--- src/rtl/tdm_demux_4ch.sv ---
// tdm_demux_4ch
//   Receive side of the 4-channel TDM link. A single-bit stream carries
//   channels 0..3 in rotating slots, with frame_sync marking slot 0. Over
//   WIDTH frames the block rebuilds one WIDTH-bit word per channel, MSB first,
//   and presents all four words together with a one-cycle out_valid strobe.
//   The block hunts for frame_sync, then tracks it. A framing error gives a
//   one-cycle sync_err strobe.
//
// Ports
//   clk, rst_n        rising-edge clock, asynchronous active-low reset
//   din               serial data bit
//   din_valid         qualifies din/frame_sync (a "beat"); low = stall
//   frame_sync        high on the slot-0 beat of each frame
//   dout0..dout3      assembled channel words, held until next out_valid
//   out_valid         one-cycle strobe, dout0..3 updated this cycle
//   sync_err          one-cycle strobe on early or missing frame sync
//   locked            high while tracking frame sync
module tdm_demux_4ch #(
    parameter int WIDTH = 8
) (
    input  logic             clk,
    input  logic             rst_n,
    input  logic             din,
    input  logic             din_valid,
    input  logic             frame_sync,
    output logic [WIDTH-1:0] dout0,
    output logic [WIDTH-1:0] dout1,
    output logic [WIDTH-1:0] dout2,
    output logic [WIDTH-1:0] dout3,
    output logic             out_valid,
    output logic             sync_err,
    output logic             locked
);

    localparam int BW = (WIDTH > 2) ? $clog2(WIDTH) : 1;

    typedef enum logic {HUNT, LOCK} state_t;

    state_t                    state;
    logic [1:0]                slot_cnt;
    logic [BW-1:0]             bit_cnt;
    logic [3:0][WIDTH-1:0]     ch_sr;
    logic [WIDTH-1:0]          shifted;

    // Current slot's shift register with the incoming bit appended (MSB first).
    assign shifted = {ch_sr[slot_cnt][WIDTH-2:0], din};

    always_ff @(posedge clk or negedge rst_n) begin
        if (!rst_n) begin
            state     <= HUNT;
            slot_cnt  <= '0;
            bit_cnt   <= '0;
            ch_sr     <= '0;
            dout0     <= '0;
            dout1     <= '0;
            dout2     <= '0;
            dout3     <= '0;
            out_valid <= 1'b0;
            sync_err  <= 1'b0;
            locked    <= 1'b0;
        end else begin
            out_valid <= 1'b0;
            sync_err  <= 1'b0;
            if (din_valid) begin
                if (state == HUNT) begin
                    if (frame_sync) begin
                        // Shift registers are already clear in HUNT. This loads slot 0, bit 0.
                        ch_sr       <= '0;
                        ch_sr[0][0] <= din;
                        slot_cnt    <= 2'd1;
                        bit_cnt     <= '0;
                        state       <= LOCK;
                        locked      <= 1'b1;
                    end
                end else begin
                    if (slot_cnt != 2'd0 && frame_sync) begin
                        // Early sync: resynchronise on this beat as slot 0, bit 0.
                        sync_err    <= 1'b1;
                        ch_sr       <= '0;
                        ch_sr[0][0] <= din;
                        slot_cnt    <= 2'd1;
                        bit_cnt     <= '0;
                    end else if (slot_cnt == 2'd0 && !frame_sync) begin
                        // Missing sync: lose lock and throw away the partial words.
                        sync_err <= 1'b1;
                        state    <= HUNT;
                        locked   <= 1'b0;
                        ch_sr    <= '0;
                        slot_cnt <= '0;
                        bit_cnt  <= '0;
                    end else begin
                        ch_sr[slot_cnt] <= shifted;
                        slot_cnt        <= slot_cnt + 2'd1;
                        if (slot_cnt == 2'd3) begin
                            if (bit_cnt == BW'(WIDTH - 1)) begin
                                // Last bit of channel 3: every word is complete.
                                dout0     <= ch_sr[0];
                                dout1     <= ch_sr[1];
                                dout2     <= ch_sr[2];
                                dout3     <= shifted;
                                out_valid <= 1'b1;
                                bit_cnt   <= '0;
                            end else begin
                                bit_cnt <= bit_cnt + 1'b1;
                            end
                        end
                    end
                end
            end
        end
    end

endmodule

--- config.mk ---
export PLATFORM = sky130hd
export DESIGN_NAME = tdm_demux_4ch
export DESIGN_NICKNAME = d
export VERILOG_FILES = /design/src/rtl/tdm_demux_4ch.sv
export SDC_FILE = /design/constraint.sdc
export NUM_CORES = 1
export LEC_CHECK = 0
export BUFFER_PORTS_ARGS = -buffer_cell sky130_fd_sc_hd__buf_4
export CORE_ASPECT_RATIO = 0.8
export CORE_MARGIN = 2
export CORE_UTILIZATION = 51
export CTS_CLUSTER_DIAMETER = 120
export DETAILED_ROUTE_END_ITERATION = 8
export GPL_ROUTABILITY_DRIVEN = 0
export PLACE_DENSITY = 0.75
export SYNTH_ARGS = -nofsm -noshare
export SYNTH_HDL_FRONTEND = slang
export SYNTH_SLANG_ARGS = --single-unit
export TNS_END_PERCENT = 100
--- constraint.sdc ---
create_clock -name clk -period 2.7 [get_ports clk]
set_clock_uncertainty 0.15 [all_clocks]
set_input_delay 0.54 -clock clk [delete_from_list [all_inputs] [get_ports clk]]
set_output_delay 0.54 -clock clk [all_outputs]
set_load 0.02 [all_outputs]
==> impl_metrics.py, run 1 <==
metrics = {
    "run_status": {
        "status": "finished clean",
    },
    "final_layout": {
        "area_delta_synth_final_pct": 20.0,
        "fill_cells": 440,
        "layout_commonest_cell": "dfrtp_1",
        "final_util": 0.629,
        "nets": 256,
        "multi_input_area_sq_um": 1180,
        "antenna_cells": 0,
        "layout_common_cells": "dfrtp_1 (72), buf_4 (43), a22o_1 (32)",
        "drive_gt1_frac": 0.433,
        "seq_area_sq_um": 1800,
    },
    "setup_path": {
        "r2r_cells": 7,
        "critPathCaptureType": "register",
        "r2r_end": "ch_sr[17]",
        "startpoint_type": "register",
        "arrival_ns": 2.38,
        "cp_cell_sequence": "inv_1 > ha_1 > inv_1 > ha_1 > or3b_4 > o21ai_2 > a22o_1",
        "rrSetupSlack_ns": 0.45,
        "cp_data_required_time_ns": 2.83,
        "r2r-start": "slot_cnt[1]",
        "path_class": "register to register",
        "crit_slowest_cell": "or3b_4",
        "path_max_fanout": 8,
        "cpPeakStageDelay_ns": 0.42,
    },
    "sta": {
        "final.setup.tns_ns": 0,
        "setup_viol_count_final": 0,
        "fmax_mhz": 445,
        "fin_crit_ns": 2.25,
        "slew_violations": 0,
        "fin_crit_sh": 0.832,
        "rsz0062_at_grt": "no",
        "relSlewSlack": 0.415,
        "worst_slew_pin_slew_ns": 0.878,
        "hold_violations": 0,
    },
    "grt": {
        "grt.total_usage": 0.199,
        "grt_pass1_wl_um": 9890,
        "grt_pass1_vias": 1838,
        "overflow": 0,
        "grt_max_degree": 73,
        "antenna_found_initial": 0,
    },
    "synth": {
        "synth_xor_area_frac": 0,
        "ys_seq_area_frac": 0.588,
        "synth_top_area_share": 0.588,
        "ys_seq_elements": 72,
        "syn_nets": 211,
        "synth_compound_area_frac": 0.125,
        "yosys_warnings": 0,
        "synth_area_sq_um": 3060,
        "synth_top_family_by_area": "multiplexers",
        "synth_area_per_cell_sq_um": 15.6,
        "synth-simple-area-share": 0.0392,
        "synth_area_leaders": "dfrtp_1 (59%), mux2_2 (11%), a22o_1 (9.1%)",
        "yosys.area_share.adder": 0.0367,
        "synth.area.mux_share": 0.183,
        "ys_types": 30,
        "synthCells": 197,
        "synth_area_leader_cell": "dfrtp_1",
    },
    "cts": {
        "cts_max_path_buffers": 2,
        "postCtsSetupBuffers": 0,
        "cts.repair.resized": 0,
        "clock_latency_ns": 0.34,
        "htreeDepth": 3,
        "cts_buffers": 9,
        "cts_sinks": 72,
        "root_buffer": "clkbuf_8",
        "cts_tree": "built",
        "cts-hold-fix-buffers": 0,
        "cts.clk_slew.worst_paths_ns": 0.07,
    },
    "die": {
        "pin_count": 40,
        "core-area_sq_um": 5850,
        "die_w_um": 90.7,
        "die_area_sq_um": 6650,
        "start_util": 0.524,
        "dieHeight_um": 73.3,
        "rows": 25,
    },
    "power_and_ir_drop": {
        "power_density_nw_per_um2": 781,
        "p_leak_uw": 0.00190,
        "max-vdd-ir-drop_mv": 0.816,
    },
    "route": {
        "drtIter0Drc": 126,
        "routed_wl_um": 5870,
        "wl_per_cell_um": 17.9,
        "ant_nets": 0,
        "drt-vias-per-instance": 5.58,
        "drc": 0,
        "drt_pass1_iterations": 4,
        "vias": 1831,
    },
    "placed_design": {
        "dp_hpwl_um": 3970,
        "port_buffers": 39,
    },
    "flow_run": {
        "drv_cap": 0,
    },
    "worst_hold_path": {
        "hold_class": "input port to asynchronous set/reset pin",
    },
}
-- cell type report --
| cell class | count | share of cell area |
|---|---|---|
| timing repair buffer | 44 | 0.0932 |
| tap | 81 | 0.0276 |
| multi-input combinational | 111 | 0.320 |
| sequential | 72 | 0.490 |
| inverter | 4 | 0.00408 |
| clock buffer | 12 | 0.0449 |
| clock inverter | 4 | 0.0201 |
-- per-layer routing --
layer,vias to the layer above,part of all wire,global-route usage
met2,50,0.44,0.272
li1,837,-,-
met1,937,0.49,0.296
met4,0,0.0097,0.0701
met5,-,0,0
met3,7,0.053,0.0697
-- Yosys cell counts --
master	count
a21boi_0	1
a21oi_1	4
a22o_1	32
and2_1	1
and3_1	5
and4_1	1
buf_2	1
buf_6	4
clkbuf_1	5
dfrtp_1	72
ha_1	9
inv_1	4
mux2_2	31
mux2_4	3
mux2i_1	1
mux4_2	7
nand2_1	1
nand3b_1	2
nand4_4	1
nor2_1	1
nor2b_1	1
nor3_1	1
o21a_1	1
o21ai_0	1
o21ai_2	2
o21ai_4	1
o22a_1	1
o31ai_4	1
or2b_1	1
or3b_4	1
-- worst max-delay path, delay by kind of cell, from the launching register on --
family / cells / cell delay [ns]
AO/OA/AOI/OAI: 2 / 0.58
adder cells (fa/ha/maj): 2 / 0.49
AND/OR/NAND/NOR: 1 / 0.42
flip-flops: 1 / 0.38
buffers and inverters: 2 / 0.17
-- power by group --
part           internal (uW)  switching, uW
logic                    265            403
clock network            598            385
registers               1160           65.1
total                   2020            853
-- sequential cells by signal, indices dropped and copies added, names as in the netlist --
signal     cells
locked         1
out_valid      1
dout1          8
bit_cnt        3
ch_sr         31
sync_err       1
dout2          8
dout0          8
slot_cnt       2
dout3          8
state          1
-- worst max-delay path by stage --
stage / from / to / slack (ns) / cells after the start
after floorplan: slot_cnt[1] / bit_cnt[0] / 0.21 / 7
after global placement: frame_sync / dout1[6] / 0.50 / 6
after detailed placement: frame_sync / dout1[5] / 0.46 / 6
after CTS: slot_cnt[1] / ch_sr[17] / 0.46 / 7
after global routing: slot_cnt[1] / ch_sr[21] / 0.36 / 7
final: slot_cnt[1] / ch_sr[17] / 0.45 / 7
-- stage by stage --
| stage | std cells | cell area (sq um) | setup slack [ns] | hold WS, ns | total power (uW) |
|---|---|---|---|---|---|
| after global placement | 312 | 3440 | 0.504 | 0.333 | 1890 |
| after CTS | 328 | 3680 | 0.462 | 0.198 | 2910 |
| final | 328 | 3680 | 0.454 | 0.165 | 2870 |
| after global routing | 328 | 3680 | 0.363 | 0.230 | 3020 |
| after detailed placement | 312 | 3440 | 0.460 | 0.339 | 1920 |
| after floorplan | 197 | 3060 | 0.207 | 0.0944 | 1700 |
-- cell families after synthesis --
family | after synthesis
flops | 72
mux | 42
buf+inv | 14
simple gates | 16
compound gates | 44
fa+ha+maj | 9
No activity file was read; power rests on OpenSTA's default activity.
==> run 2, diff against run 1 <==
- ABC_AREA: not set -> 1
- CORE_UTILIZATION: 51 -> 58
- PLACE_DENSITY: 0.75 -> 0.79
- clock period: 2.7 -> 2.3 ns (I/O delays scaled with it)
==> run 2 against run 1 <==
  * Non-clock buffer count rose by 5
  * Largest power group unchanged
  * Largest cell class unchanged
  * First-iteration DRC count is 91% higher
  * Clock-buffer cell count decreased by 3
  * Global-route usage grew 4.1 points
  * Synthesized cell count up 100%
  * Sequential power rose by 27%
==> impl_metrics.py, run 2 <==
metrics = {
    "die": {
        "rows": 25,
        "die_area_sq_um": 6540,
        "die_w_um": 89.9,
        "start_util": 0.589,
        "dieHeight_um": 72.7,
        "pin_count": 40,
        "core-area_sq_um": 5820,
    },
    "grt": {
        "grt_pass1_wl_um": 12200,
        "grt.total_usage": 0.240,
        "grt_max_degree": 73,
        "overflow": 0,
        "grt_pass1_vias": 2537,
        "antenna_found_initial": 0,
    },
    "final_layout": {
        "fill_cells": 477,
        "top_register": "ch_sr",
        "nets": 460,
        "seq_area_sq_um": 1800,
        "final_util": 0.693,
        "area_delta_synth_final_pct": 17.7,
        "antenna_cells": 0,
        "multi_input_area_sq_um": 1360,
        "largest_reg_flops": 31,
        "drive_gt1_frac": 0.228,
        "final_cells": 532,
        "layout_commonest_cell": "nand2_1",
        "layout_common_cells": "nand2_1 (190), dfrtp_1 (72), buf_4 (47)",
    },
    "route": {
        "drc": 0,
        "drtIter0Drc": 241,
        "routed_wl_um": 7090,
        "drt-vias-per-instance": 5.05,
        "wl_per_cell_um": 13.3,
        "vias": 2684,
        "drt_pass1_iterations": 5,
        "ant_nets": 0,
    },
    "cts": {
        "cts_sinks": 72,
        "cts_buffers": 9,
        "htreeDepth": 3,
        "root_buffer": "clkbuf_8",
        "cts_tree": "built",
        "postCtsSetupBuffers": 0,
        "cts_max_path_buffers": 2,
        "cts.clk_slew.worst_paths_ns": 0.08,
        "clock_latency_ns": 0.35,
    },
    "setup_path": {
        "crit_slowest_cell": "o21ai_2",
        "critPathCaptureType": "register",
        "cpPeakStageDelay_ns": 0.39,
        "cpLargestDelayFamily": "adder cells",
        "cp_cell_sequence": "clkinv_1 > ha_1 > ha_1 > inv_1 > nand2_1 > o21ai_2 > nand2_1 > nand2_1",
        "path_max_fanout": 10,
        "startpoint_type": "register",
        "arrival_ns": 2.21,
        "cpMostUsedCell": "nand2_1",
        "cp_data_required_time_ns": 2.44,
        "path_class": "register to register",
        "r2r_cells": 8,
        "cp.depth": 8,
        "crit_buf_inv": 2,
    },
    "sta": {
        "worst_slew_pin_slew_ns": 0.462,
        "fin_crit_ns": 2.07,
        "slew_violations": 0,
        "rsz0062_at_grt": "no",
        "fin_crit_sh": 0.898,
        "hold_violations": 0,
        "final.setup.tns_ns": 0,
        "setup_viol_count_final": 0,
        "relSlewSlack": 0.692,
        "fmax_mhz": 484,
    },
    "synth": {
        "synth_top_area_share": 0.526,
        "synthCells": 397,
        "ys_seq_area_frac": 0.526,
        "ys_seq_elements": 72,
        "yosys_warnings": 0,
        "ys_types": 25,
        "yosys-top-cells-count": "nand2_1 (190), dfrtp_1 (72), inv_1 (37)",
        "synth_area_per_cell_sq_um": 8.63,
        "synth_area_sq_um": 3420,
        "ys_async_sr_fraction": 1.00,
        "syn_nets": 411,
        "synth.most_common_cell": "nand2_1",
        "synth_area_leaders": "dfrtp_1 (53%), nand2_1 (21%), o21ai_2 (6.6%)",
        "synthFlopType": "dfrtp_1",
        "synth_area_leader_cell": "dfrtp_1",
        "synth_edf_count": 0,
    },
    "power_and_ir_drop": {
        "p_leak_uw": 0.00221,
        "max-vdd-ir-drop_mv": 0.643,
        "power_density_nw_per_um2": 990,
    },
    "flow_run": {
        "drv_cap": 0,
    },
    "worst_hold_path": {
        "hold_depth": 3,
        "hold_class": "input port to register",
    },
    "placed_design": {
        "placed_cells": 515,
        "dp_hpwl_um": 4830,
        "port_buffers": 39,
    },
    "run_status": {
        "status": "finished clean",
    },
}
## run 2: cell count changes after synthesis, sizes merged, moves of 4 or more
cell / change
nor2: +9
o21ai: +28
mux4: -7
nand3: +20
nand2: +193
inv: +36
mux2: -34
buf: +5
and3: -5
a22o: -32
clkbuf: -4
nand4: +5
## run 2: tightest hold or removal path, delay by kind of cell
| kind | cells | cell delay (ns) |
|---|---|---|
| buffers and inverters | 1 | 0.11 |
| AO/OA/AOI/OAI | 2 | 0.14 |
## run 2: final timing paths
kind	startpoint	end	slack, ns
setup / recovery	slot_cnt[1]	ch_sr[27]	0.23
hold / removal	din	ch_sr[0]	0.25
setup reg to reg	slot_cnt[1]	ch_sr[27]	0.23
hold reg to reg	dout2[1]	dout2[1]	0.33
max in group asynchronous	rst_n	slot_cnt[1]	1.19
min in group asynchronous	rst_n	dout0[1]	0.51
## run 2: layout make-up
type / instances / share of cell area
well taps: 81 / 0.0251
clock inverters: 7 / 0.0233
clock buffers: 9 / 0.0307
multi-input cells: 273 / 0.338
inverters: 41 / 0.0413
repair buffers: 49 / 0.0950
flip-flops and latches: 72 / 0.447
## run 2: cell families after synthesis
kind of cell    share of synthesized area
simple gates                        0.288
buf+inv                            0.0764
fa+ha+maj                          0.0329
compound gates                     0.0767
flops                               0.526
## run 2: power by group
part           leakage [uW]  switching, uW  total, uW  internal [uW]
combinational       0.00111            947       1340            390
sequential         0.000993            119       1550           1430
clock              0.000106            494       1100            610
## run 2: stage by stage
| stage | hold WS [ns] | setup WS (ns) | instance area, sq um | total power [uW] |
|---|---|---|---|---|
| after floorplan | 0.0144 | 0.153 | 3420 | 2490 |
| final | 0.249 | 0.234 | 4030 | 3990 |
| after detailed placement | 0.317 | 0.143 | 3800 | 2900 |
| after global placement | 0.311 | 0.265 | 3800 | 2870 |
| after CTS | 0.242 | 0.128 | 4030 | 4000 |
| after global routing | 0.269 | 0.0366 | 4030 | 4240 |
## run 2: what timing repair did
action,in CTS,in global routing
hold buffers,1,0
resized for setup,0,1
endpoints found under the setup margin,0,6
hold endpoints to repair,72,0
## run 2: metal layers
metal,GRT usage,vias to the layer above,part of all wire
li1,-,1321,-
met1,0.338,1267,0.48
met2,0.375,89,0.44
met5,0,-,0
met4,0.0701,0,0.0082
met3,0.0610,7,0.073
==> run 3, diff against run 2 <==
- CTS_CLUSTER_SIZE: not set -> 40
- clock period: 2.3 -> 2.19 ns (I/O delays scaled with it)
==> run 3 against run 2 <==
  * Flip-flop and latch count stayed put
  * Clock power grew 9%
  * Utilization increased by 0.60 points
  * Highest routed layer unchanged
  * Via count increased by 3.0%
  * Die area unchanged
  * Critical path depth rose by 1
  * Critical path type unchanged
  * Total power rose by 7.4%
  * Routed wire length up 5.0%
==> impl_metrics.py, run 3 (synthesis results as in run 2) <==
metrics = {
    "setup_path": {
        "cp_cell_sequence": "inv_2 > ha_1 > inv_1 > ha_1 > inv_1 > nand2_2 > o21ai_2 > nand2_1 > nand2_1",
        "cpPeakStageDelay_ns": 0.46,
        "critPathCaptureType": "register",
        "path_class": "register to register",
        "path_max_fanout": 8,
        "startpoint_type": "register",
        "cp_data_required_time_ns": 2.33,
        "r2r_cells": 9,
        "arrival_ns": 2.19,
        "crit_slowest_cell": "o21ai_2",
    },
    "final_layout": {
        "antenna_cells": 0,
        "nets": 461,
        "final_util": 0.699,
        "drive_gt1_frac": 0.230,
        "largest_reg_flops": 31,
        "area_delta_synth_final_pct": 18.7,
        "layout_common_cells": "nand2_1 (190), dfrtp_1 (72), buf_4 (48)",
        "layout_commonest_cell": "nand2_1",
        "top_register": "ch_sr",
    },
    "route": {
        "drc": 0,
        "wl_per_cell_um": 14.0,
        "routed_wl_um": 7440,
        "drtIter0Drc": 276,
        "vias": 2764,
        "drt-vias-per-instance": 5.19,
        "drt_pass1_iterations": 5,
        "ant_nets": 0,
    },
    "power_and_ir_drop": {
        "max-vdd-ir-drop_mv": 0.499,
        "power_density_nw_per_um2": 1050,
        "p_leak_uw": 0.00223,
        "power.total_uw": 4290,
    },
    "die": {
        "dieHeight_um": 72.7,
        "pin_count": 40,
        "core-area_sq_um": 5820,
        "rows": 25,
        "die_area_sq_um": 6540,
        "die_w_um": 89.9,
        "start_util": 0.589,
    },
    "sta": {
        "rsz0062_at_grt": "no",
        "setup_viol_count_final": 0,
        "fin_crit_ns": 2.05,
        "slew_violations": 0,
        "relSlewSlack": 0.683,
        "hold_violations": 0,
        "fin_ws_ns": 0.137,
        "final.setup.tns_ns": 0,
        "fin_crit_sh": 0.937,
        "worst_slew_pin_slew_ns": 0.475,
        "fmax_mhz": 487,
    },
    "run_status": {
        "status": "finished clean",
    },
    "cts": {
        "cts.clk_slew.worst_paths_ns": 0.07,
        "cts_buffers": 9,
        "clock_latency_ns": 0.35,
        "root_buffer": "clkbuf_8",
        "cts_tree": "built",
        "cts_sinks": 72,
        "cts_max_path_buffers": 2,
        "htreeDepth": 3,
    },
    "grt": {
        "grt.total_usage": 0.245,
        "grt_pass1_vias": 2541,
        "antenna_found_initial": 0,
        "grt_max_degree": 55,
        "grt_pass1_wl_um": 12400,
        "overflow": 0,
    },
    "worst_hold_path": {
        "hold_class": "input port to register",
        "hold_depth": 4,
    },
    "placed_design": {
        "port_buffers": 39,
        "pre_cts_slack_ns": 0.0754,
        "dp_hpwl_um": 5050,
    },
    "flow_run": {
        "drv_cap": 0,
    },
}
-- run 3: path summary, 6_finish.rpt --
check | startpoint | end | slack (ns)
max | slot_cnt[0] | ch_sr[11] | 0.14
min | din_valid | state | 0.24
max reg2reg | slot_cnt[0] | ch_sr[11] | 0.14
min reg2reg | ch_sr[4] | ch_sr[4] | 0.34
max in group asynchronous | rst_n | dout0[7] | 0.99
min in group asynchronous | rst_n | dout0[1] | 0.35
-- run 3: power breakdown --
group | internal, uW | switching, uW
Clock | 702 | 499
Sequential | 1500 | 122
Combinational | 425 | 1040
Total | 2630 | 1660
-- run 3: worst max-delay path: cells and delay by family (launching register included) --
family          cells  cell delay (ns)
compound gates      1             0.46
fa+ha+maj           2             0.41
buf+inv             3             0.21
flops               1             0.40
simple gates        3             0.35
-- run 3: area by class of cell --
type | count | area [sq um]
clock buffers | 11 | 151
clock inverters | 5 | 78.8
fillers | 468 | 1750
inverters | 41 | 166
multi-input cells | 273 | 1380
flip-flops and latches | 72 | 1800
well taps | 81 | 101
repair buffers | 50 | 390
-- run 3: metrics by stage --
step	instances	instance area (sq um)	hold slack [ns]
finish	533	4070	0.243
global route	533	4070	0.239
CTS	533	4050	0.233
detailed placement	516	3810	0.186
global placement	516	3810	0.185
floorplan	397	3420	-0.00759
-- run 3: layer usage --
metal / global-route usage / vias up / part of all wire
li1: - / 1328 / -
met1: 0.343 / 1320 / 0.48
met2: 0.382 / 103 / 0.45
met3: 0.0640 / 13 / 0.055
met4: 0.0735 / 0 / 0.013
met5: 0 / - / 0
-- run 3: what timing repair did --
item / CTS / global route
setup endpoints to repair: 0 / 39
gates resized for setup: 0 / 3
buffers inserted: 0 / 0
hold endpoints to repair: 20 / 0
hold buffers: 1 / 0
